**src/rtl/wb_cmd_master.sv**
```systemverilog
// ---------------------------------------------------------------------------
// wb_cmd_master
//
// Wishbone classic initiator that lives beside the user-project slave
// register block. It runs single read/write commands handed to it on a
// local valid/ready command port. It can also read one register (POLL_ADDR)
// on its own at a fixed period and report the value it got back.
//
// Ports
//   wb_clk_i, wb_rst_i      clock, asynchronous active-high reset
//   cmd_valid / cmd_ready   command handshake (ready only while idle)
//   cmd_we/adr/dat/sel      command fields, captured on acceptance
//   rsp_valid/dat/err       one-cycle completion pulse, read data, timeout
//   poll_en                 enable the periodic poller
//   poll_val                last successfully polled value
//   poll_upd/chg/err        one-cycle pulses: updated / changed / timed out
//   wbm_*_o, wbm_*_i        Wishbone classic master interface
// ---------------------------------------------------------------------------
`timescale 1ns/1ps

module wb_cmd_master #(
  parameter logic [31:0] BASE_ADDRESS   = 32'h3000_0000,
  parameter logic [31:0] POLL_ADDR      = BASE_ADDRESS + 32'h0000_0014,
  parameter int unsigned POLL_PERIOD    = 1024,
  parameter int unsigned TIMEOUT_CYCLES = 16
) (
  input  logic        wb_clk_i,
  input  logic        wb_rst_i,

  input  logic        cmd_valid,
  output logic        cmd_ready,
  input  logic        cmd_we,
  input  logic [31:0] cmd_adr,
  input  logic [31:0] cmd_dat,
  input  logic [3:0]  cmd_sel,

  output logic        rsp_valid,
  output logic [31:0] rsp_dat,
  output logic        rsp_err,

  input  logic        poll_en,
  output logic [31:0] poll_val,
  output logic        poll_upd,
  output logic        poll_chg,
  output logic        poll_err,

  output logic        wbm_cyc_o,
  output logic        wbm_stb_o,
  output logic        wbm_we_o,
  output logic [3:0]  wbm_sel_o,
  output logic [31:0] wbm_adr_o,
  output logic [31:0] wbm_dat_o,
  input  logic        wbm_ack_i,
  input  logic [31:0] wbm_dat_i
);

  localparam logic [1:0] ST_IDLE = 2'd0;
  localparam logic [1:0] ST_BUS  = 2'd1;
  localparam logic [1:0] ST_DONE = 2'd2;

  localparam int unsigned TMO_W = $clog2(TIMEOUT_CYCLES);
  localparam int unsigned PER_W = $clog2(POLL_PERIOD);

  // The timeout counter holds the number of BUS cycles already spent
  // without an ack, so reaching LAST at an edge means the strobe has been
  // up for TIMEOUT_CYCLES cycles.
  localparam logic [TMO_W-1:0] TMO_LAST = TMO_W'(TIMEOUT_CYCLES - 1);
  localparam logic [PER_W-1:0] PER_LAST = PER_W'(POLL_PERIOD - 1);

  // FSM and bus-side registers
  logic [1:0]       state_q,   state_d;
  logic             cyc_q,     cyc_d;
  logic             we_q,      we_d;
  logic [3:0]       sel_q,     sel_d;
  logic [31:0]      adr_q,     adr_d;
  logic [31:0]      wdat_q,    wdat_d;
  logic             is_poll_q, is_poll_d;
  logic [TMO_W-1:0] tmo_cnt_q, tmo_cnt_d;

  // Poller state
  logic [PER_W-1:0] per_cnt_q, per_cnt_d;
  logic             pending_q, pending_d;
  logic [31:0]      poll_val_q, poll_val_d;

  // Response / status pulses
  logic             rsp_valid_q, rsp_valid_d;
  logic [31:0]      rsp_dat_q,   rsp_dat_d;
  logic             rsp_err_q,   rsp_err_d;
  logic             poll_upd_q,  poll_upd_d;
  logic             poll_chg_q,  poll_chg_d;
  logic             poll_err_q,  poll_err_d;

  logic             launch_poll;
  logic             per_wrap;

  // Transfer sequencing. A command beats a pending poll when both are
  // available in IDLE; the poll simply stays pending for the next IDLE.
  // DONE always drops cyc/stb for one cycle so the slave can re-arm its ack.
  always_comb begin
    state_d     = state_q;
    cyc_d       = cyc_q;
    we_d        = we_q;
    sel_d       = sel_q;
    adr_d       = adr_q;
    wdat_d      = wdat_q;
    is_poll_d   = is_poll_q;
    tmo_cnt_d   = tmo_cnt_q;
    poll_val_d  = poll_val_q;
    rsp_valid_d = 1'b0;
    rsp_dat_d   = rsp_dat_q;
    rsp_err_d   = 1'b0;
    poll_upd_d  = 1'b0;
    poll_chg_d  = 1'b0;
    poll_err_d  = 1'b0;
    launch_poll = 1'b0;

    case (state_q)
      ST_IDLE: begin
        if (cmd_valid) begin
          state_d   = ST_BUS;
          cyc_d     = 1'b1;
          we_d      = cmd_we;
          sel_d     = cmd_sel;
          adr_d     = cmd_adr;
          wdat_d    = cmd_dat;
          is_poll_d = 1'b0;
          tmo_cnt_d = '0;
        end else if (pending_q) begin
          state_d     = ST_BUS;
          cyc_d       = 1'b1;
          we_d        = 1'b0;
          sel_d       = 4'hF;
          adr_d       = POLL_ADDR;
          wdat_d      = 32'h0;
          is_poll_d   = 1'b1;
          tmo_cnt_d   = '0;
          launch_poll = 1'b1;
        end
      end

      ST_BUS: begin
        // An ack arriving on the same edge as the timeout still counts.
        if (wbm_ack_i) begin
          state_d = ST_DONE;
          cyc_d   = 1'b0;
          if (is_poll_q) begin
            poll_val_d = wbm_dat_i;
            poll_upd_d = 1'b1;
            poll_chg_d = (wbm_dat_i != poll_val_q);
          end else begin
            rsp_valid_d = 1'b1;
            rsp_dat_d   = we_q ? 32'h0 : wbm_dat_i;
          end
        end else if (tmo_cnt_q == TMO_LAST) begin
          state_d = ST_DONE;
          cyc_d   = 1'b0;
          if (is_poll_q) begin
            poll_err_d = 1'b1;
          end else begin
            rsp_valid_d = 1'b1;
            rsp_err_d   = 1'b1;
            rsp_dat_d   = 32'h0;
          end
        end else begin
          tmo_cnt_d = tmo_cnt_q + 1'b1;
        end
      end

      ST_DONE: begin
        state_d = ST_IDLE;
      end

      default: begin
        state_d = ST_IDLE;
        cyc_d   = 1'b0;
      end
    endcase
  end

  // Poll period timer. A wrap while a poll is still pending is dropped.
  // If a wrap coincides with a pending poll being launched, the wrap wins
  // so that period is not lost.
  always_comb begin
    per_cnt_d = per_cnt_q;
    pending_d = pending_q;
    per_wrap  = 1'b0;
    if (!poll_en) begin
      per_cnt_d = '0;
      pending_d = 1'b0;
    end else begin
      if (per_cnt_q == PER_LAST) begin
        per_cnt_d = '0;
        per_wrap  = 1'b1;
      end else begin
        per_cnt_d = per_cnt_q + 1'b1;
      end
      if (per_wrap) begin
        pending_d = 1'b1;
      end else if (launch_poll) begin
        pending_d = 1'b0;
      end
    end
  end

  // State registers. Reset drops cyc/stb immediately and suppresses any
  // response for the transfer that was cut off.
  always_ff @(posedge wb_clk_i or posedge wb_rst_i) begin
    if (wb_rst_i) begin
      state_q     <= ST_IDLE;
      cyc_q       <= 1'b0;
      we_q        <= 1'b0;
      sel_q       <= 4'h0;
      adr_q       <= 32'h0;
      wdat_q      <= 32'h0;
      is_poll_q   <= 1'b0;
      tmo_cnt_q   <= '0;
      per_cnt_q   <= '0;
      pending_q   <= 1'b0;
      poll_val_q  <= 32'h0;
      rsp_valid_q <= 1'b0;
      rsp_dat_q   <= 32'h0;
      rsp_err_q   <= 1'b0;
      poll_upd_q  <= 1'b0;
      poll_chg_q  <= 1'b0;
      poll_err_q  <= 1'b0;
    end else begin
      state_q     <= state_d;
      cyc_q       <= cyc_d;
      we_q        <= we_d;
      sel_q       <= sel_d;
      adr_q       <= adr_d;
      wdat_q      <= wdat_d;
      is_poll_q   <= is_poll_d;
      tmo_cnt_q   <= tmo_cnt_d;
      per_cnt_q   <= per_cnt_d;
      pending_q   <= pending_d;
      poll_val_q  <= poll_val_d;
      rsp_valid_q <= rsp_valid_d;
      rsp_dat_q   <= rsp_dat_d;
      rsp_err_q   <= rsp_err_d;
      poll_upd_q  <= poll_upd_d;
      poll_chg_q  <= poll_chg_d;
      poll_err_q  <= poll_err_d;
    end
  end

  assign cmd_ready = (state_q == ST_IDLE);

  assign rsp_valid = rsp_valid_q;
  assign rsp_dat   = rsp_dat_q;
  assign rsp_err   = rsp_err_q;

  assign poll_val  = poll_val_q;
  assign poll_upd  = poll_upd_q;
  assign poll_chg  = poll_chg_q;
  assign poll_err  = poll_err_q;

  assign wbm_cyc_o = cyc_q;
  assign wbm_stb_o = cyc_q;
  assign wbm_we_o  = we_q;
  assign wbm_sel_o = sel_q;
  assign wbm_adr_o = adr_q;
  assign wbm_dat_o = wdat_q;

endmodule

```
**config.mk**
```make
export PLATFORM = sky130hd
export DESIGN_NAME = wb_cmd_master
export DESIGN_NICKNAME = d
export VERILOG_FILES = /design/src/rtl/wb_cmd_master.sv
export SDC_FILE = /design/constraint.sdc
export NUM_CORES = 1
export LEC_CHECK = 0
export CAP_MARGIN = 5
export CORE_AREA = 2 2 123 125
export CTS_CLUSTER_DIAMETER = 40
export DETAILED_ROUTE_END_ITERATION = 12
export DIE_AREA = 0 0 125 127
export GPL_TIMING_DRIVEN = 0
export HOLD_SLACK_MARGIN = 0.08
export PLACE_DENSITY_LB_ADDON = 0.1
export SYNTH_ARGS = -nofsm -noshare
export SYNTH_HDL_FRONTEND = slang
export SYNTH_SLANG_ARGS = --single-unit
```
**constraint.sdc**
```tcl
create_clock -name wb_clk_i -period 7 [get_ports wb_clk_i]
set_input_delay 1.05 -clock wb_clk_i [delete_from_list [all_inputs] [get_ports wb_clk_i]]
set_output_delay 1.05 -clock wb_clk_i [all_outputs]
set_load 0.05 [all_outputs]
```
; ---- Word-level counts from Yosys, hierarchy flattened
; Index checks and enable logic that the tools add are counted.
; W data, S select, Z words.
[word_totals]
register_bits = 157
input_bits = 106
wordCells = 95
[classes]
addsub = 2
eq_ne = 10
n_mux = 54
bitwise = 2
reduce_logical = 10
[op_table]
columns = operator, n
row1 = $mux W32, 9
row2 = $ne A32 B32 Y1, 1
row3 = $mux W1, 30
row4 = $mux W4, 6
row5 = $mux W10, 2
row6 = $add A10 B1 Y10 const B, 1
row7 = $eq A10 B10 Y1 const B, 1
row8 = $reduce_and A3 Y1, 3
row9 = $mux W2, 4
row10 = $pmux W4 S2, 1
row11 = $reduce_bool A2 Y1, 3
row12 = $add A4 B1 Y4 const B, 1
row13 = $eq A4 B4 Y1 const B, 1
row14 = $ne A2 B2 Y1 const B, 2
row15 = $pmux W2 S2, 1
row16 = $reduce_and A2 Y1, 2
row17 = $reduce_and A4 Y1, 1
row18 = $ne A3 B1 Y1 const B, 1
row19 = $ne A3 B2 Y1 const B, 1
row20 = $ne A3 B3 Y1 const B, 1
row21 = $pmux W1 S3, 1
row22 = $eq A2 B1 Y1 const B, 1
row23 = $eq A2 B2 Y1 const B, 1
row24 = $logic_not A2 Y1, 1
row25 = $not A1 Y1, 2

; ---- Longest topological paths before layout
[depth]
depth_word = 6
mapped_depth = 8
ltp_nobuf = 6

; ---- Least setup slack after synthesis
; No wires, ideal clock.
[synth_timing]
path_kind = input -> register
startpoint = in wbm_ack_i
endpoint = reg rsp_dat_q[10], in the netlist rsp_dat[10]
setup_time_ps = 119
arrival_time_ps = 1889
setup_slack_ps = 4992
stages = 7
path_cell_list = a31oi_2 > or3_1 > buf_2 > clkinv_4 > buf_6 > nand3_1 > nand2_1
[synth_via]
elab_chain_cells = 2
word_cells_on_any_way = 3
classes_between = mux (1) / reduce/logical (2)
[synth_rtl]
columns = element, line_no
row1 = from (decl), 53  ; input logic wbm_ack_i,
row2 = $reduce_bool A2 Y1 (no source line), -
row3 = $reduce_and A3 Y1 (no source line), -
row4 = to (signal assigned), 239  ; rsp_dat_q <= rsp_dat_d;
row5 = to (decl), 87  ; logic [31:0] rsp_dat_q, rsp_dat_d;
; Parallel ways exist; a longest one is shown, timed or not.
; A chain may end at the register's enable or synchronous reset.

; ---- Worst setup path after layout
[layout_timing]
startpoint = reg state_q[0]
endpoint = out cmd_ready
[layout_via]
elab_chain_cells = 1
[layout_rtl]
columns = element, line_no
row1 = from (decl), 71  ; logic [1:0] state_q, state_d;
row2 = from (signal assigned), 227  ; state_q <= state_d;
row3 = $logic_not A2 Y1, 247  ; assign cmd_ready = (state_q == ST_IDLE);
row4 = to (decl), 31  ; output logic cmd_ready,
; Every way passes these cells.

==> impl_metrics.toml <==
[clock_network]
clk_root_buffer_cell = "sky130_fd_sc_hd__clkbuf_16"
clk-insertion-delay-late_ps = 420
cts_setup_buffers = 0
clkSinkCount = 157
cts.repair.resized = 0
tritoncts.num_buffers = 17
post_cts_hold_buffer_count = 0
cts_max_path_buffers = 2
tritoncts = "built"
h-tree-depth = 4
clkTransAtPathRegs_ps = 60

[logic_synthesis]
synth_seq_cells = 157
avg_cell_area_syn_sq_um = 12.5
synth.lib_cells_used.distinct = 37
synth_seq_area_share_pct = 63.0
post_synthesis_instance_area_sq_mm = 0.00623
postSynthNetCount = 608
yosysWarningCount = 0
netlist_instances = 500

[worst_setup_path]
cp.arrival_ps = 1940
cp_data_required_time_ps = 5950
startpoint_class = "register"
setup.worst_path.end_class = "primary output"
worstPathMaxFanout = 6
r2r_setup_slack_ps = 5160
worstSetupPathType = "reg2out"

[final_layout]
syn_to_final_growth_pct = 54.4
antenna_cells_inserted = 0
core_occupancy_in_the_finished_layout_pct = 66.7
final_layout_size_suffix_gt1_share_pct = 7.96
highest_count_cells_in_the_layout_ignoring_fill_and_taps = "246 x sky130_fd_sc_hd__clkdlybuf4s50_1, 157 x sky130_fd_sc_hd__dfrtp_1, 74 x sky130_fd_sc_hd__nand2_1, 61 x sky130_fd_sc_hd__a22o_1, 41 x sky130_fd_sc_hd__nand3_1"
nNetsFinal = 874
layoutNonFillerInstCount = 963
mostFrequentLayoutCell = "sky130_fd_sc_hd__clkdlybuf4s50_1"

[power]
switching_share_pct = 42.9
pwr-share-clk_pct = 22.5
combPwrFrac_pct = 47.3
cellPowerDensity_mw_per_mm2 = 477
power.sequential.fraction_pct = 30.2
power_switching_w = 0.00197
cell_internal_pwr_w = 0.00262
ir_worst_vdd_v = 0.000286
power_leakage_nw = 4.32

[routing]
wl_microns = 17100
dr_pass1_iterations = 7
detail_route.iter0.violations = 254
routed_wire_length_per_instance_microns = 17.8
drc_viols = 0
postRouteAntennaNets = 0
via_per_inst = 5.13
dr_total_vias = 4940

[sta]
finalCriticalPeriod_ps = 2990
worst_slew_pin_slew_ps = 878
post-route-period-util_pct = 42.6
final-setup-viol-count = 0
clock.fmax_mhz = 335
grt_setup_unrepaired = "no"
slew-limit-headroom_pct = 41.1
finalHoldViolations = 0
fin_worst_skew_ps = 6.31
post-route-worst-setup-slack_ps = 4010
final_max_slew_viol_count = 0

[run]
cap_viol_max_count = 0

[grt]
first_pass_grt_wire_length_microns = 27500
track_usage_pct = 22.0
antenna_found_initial = 0
grt_start_max_net_pins = 85
gr-total-overflow = 0
grt_pass1_vias = 5177

[placed_design]
pre_cts_slack_ps = 4000
dpl.cell_count = 931
detailed_place_hpwl_microns = 12600
finalWeightedCongestion = 0.834
port_buffers = 246

[floorplan]
die_area_sq_mm = 0.0159
die_width_microns = 125
ioPinCount = 247
core_region_area_sq_mm = 0.0144
die-height_microns = 127
floorplan.initialDensity_pct = 43.2
placementRows = 44

[min_path]
worstHoldPathType = "reg2reg"

[outcome]
outcome = "completed"
-- worst paths after layout --
kind,startpoint,end,cells after the start
setup / recovery,state_q[0]$_DFFE_PP0P_,cmd_ready,2
hold reg to reg,rsp_dat[28]$_DFFE_PP0P_,rsp_dat[28]$_DFFE_PP0P_,2
setup reg to reg,pending_q$_DFFE_PP0P_,wbm_adr_o[10]$_DFFE_PP0P_,3
hold / removal,rsp_dat[28]$_DFFE_PP0P_,rsp_dat[28]$_DFFE_PP0P_,2
max in group asynchronous,wb_rst_i,poll_val[20]$_DFFE_PP0P_,3
min in group asynchronous,wb_rst_i,wbm_adr_o[8]$_DFFE_PP0P_,2
-- synth_stat cells --
master,instances,area share [%]
sky130_fd_sc_hd__a21boi_0,1,0.12
sky130_fd_sc_hd__a21o_1,1,0.12
sky130_fd_sc_hd__a21oi_1,2,0.16
sky130_fd_sc_hd__a22o_1,61,8.6
sky130_fd_sc_hd__a31oi_2,1,0.20
sky130_fd_sc_hd__and2_1,4,0.40
sky130_fd_sc_hd__and2b_1,1,0.12
sky130_fd_sc_hd__and3_1,3,0.30
sky130_fd_sc_hd__and4_1,1,0.14
sky130_fd_sc_hd__buf_2,9,0.72
sky130_fd_sc_hd__buf_4,1,0.12
sky130_fd_sc_hd__buf_6,3,0.54
sky130_fd_sc_hd__clkbuf_1,16,0.96
sky130_fd_sc_hd__clkinv_4,1,0.14
sky130_fd_sc_hd__dfrtp_1,157,63
sky130_fd_sc_hd__ha_1,2,0.40
sky130_fd_sc_hd__inv_1,3,0.18
sky130_fd_sc_hd__mux2_1,18,3.3
sky130_fd_sc_hd__mux2_2,14,2.5
sky130_fd_sc_hd__nand2_1,74,4.5
sky130_fd_sc_hd__nand2b_1,1,0.10
sky130_fd_sc_hd__nand3_1,41,3.3
sky130_fd_sc_hd__nand3_2,1,0.16
sky130_fd_sc_hd__nand4_1,10,1.0
sky130_fd_sc_hd__nor2_1,11,0.66
sky130_fd_sc_hd__nor2_2,1,0.10
sky130_fd_sc_hd__nor2b_1,1,0.10
sky130_fd_sc_hd__nor3_1,2,0.16
sky130_fd_sc_hd__nor4_1,4,0.40
sky130_fd_sc_hd__o21a_1,1,0.12
sky130_fd_sc_hd__o21ai_0,1,0.080
sky130_fd_sc_hd__o21ai_1,1,0.080
sky130_fd_sc_hd__o22a_1,8,1.1
sky130_fd_sc_hd__o31ai_1,1,0.12
sky130_fd_sc_hd__or3_1,1,0.10
sky130_fd_sc_hd__xnor2_1,37,5.2
sky130_fd_sc_hd__xor2_1,5,0.70
-- cells by family (layout without fill, tap and decap cells) --
kind of cell	after synthesis	after routing	synth area share, %
flip-flops	157	157	63.0
AND/OR/NAND/NOR	156	156	11.5
AO/OA/AOI/OAI	78	78	10.7
XOR/XNOR	42	42	5.90
buffers and inverters	33	312	2.67
multiplexers	32	32	5.78
adder cells (fa/ha/maj)	2	2	0.401
-- per-stage QoR --
step                hold slack (ps)  TNS [ps]  instance area, sq um  total power (W)
floorplan                       455         0                  6230          0.00277
global placement                449    -31260                  8920          0.00355
detailed placement              457         0                  8960          0.00357
CTS                             469         0                  9620          0.00463
global route                    485         0                  9620          0.00478
finish                          465         0                  9620          0.00459
-- power groups by stage --
| stage | sequential, W | clock (W) | combinational, W |
|---|---|---|---|
| after floorplan | 0.00236 | 0 | 0.000405 |
| after global placement | 0.00139 | 0 | 0.00216 |
| after detailed placement | 0.00139 | 0 | 0.00218 |
| after CTS | 0.00139 | 0.00105 | 0.00219 |
| after global routing | 0.00143 | 0.00110 | 0.00226 |
| final | 0.00139 | 0.00104 | 0.00217 |
-- sequential cells by signal (all words and copies together) (netlist names) --
| signal | count |
|---|---|
| poll_chg | 1 |
| wbm_we_o | 1 |
| pending_q | 1 |
| poll_val | 32 |
| wbm_adr_o | 32 |
| tmo_cnt_q | 4 |
| poll_upd | 1 |
| wbm_dat_o | 32 |
| wbm_sel_o | 4 |
| wbm_cyc_o | 1 |
| state_q | 2 |
| is_poll_q | 1 |
| per_cnt_q | 10 |
| poll_err | 1 |
| rsp_dat | 32 |
| rsp_valid | 1 |
| rsp_err | 1 |
-- area by class of cell --
type | instances | area [sq um]
sequential | 157 | 3930
inverter | 4 | 25.0
multi-input combinational | 310 | 2140
clock buffer | 21 | 450
fill | 1091 | 4800
tap | 184 | 230
buffer | 29 | 146
timing repair buffer | 247 | 2490
clock inverter | 11 | 214
-- routing by layer --
| metal | vias to the layer above | GRT usage [%] | share of wire [%] |
|---|---|---|---|
| li1 | 2298 | - | - |
| met1 | 2427 | 27.6 | 42 |
| met2 | 193 | 36.8 | 49 |
| met3 | 22 | 6.87 | 7.4 |
| met4 | 0 | 7.32 | 1.6 |
| met5 | - | 0 | 0 |
-- critical path, stage by stage, from the launching register on --
cell	delay (ps)
sky130_fd_sc_hd__dfrtp_1	430
sky130_fd_sc_hd__nor2_2	240
sky130_fd_sc_hd__clkdlybuf4s50_1	850
No activity file was read; power rests on OpenSTA's default activity.
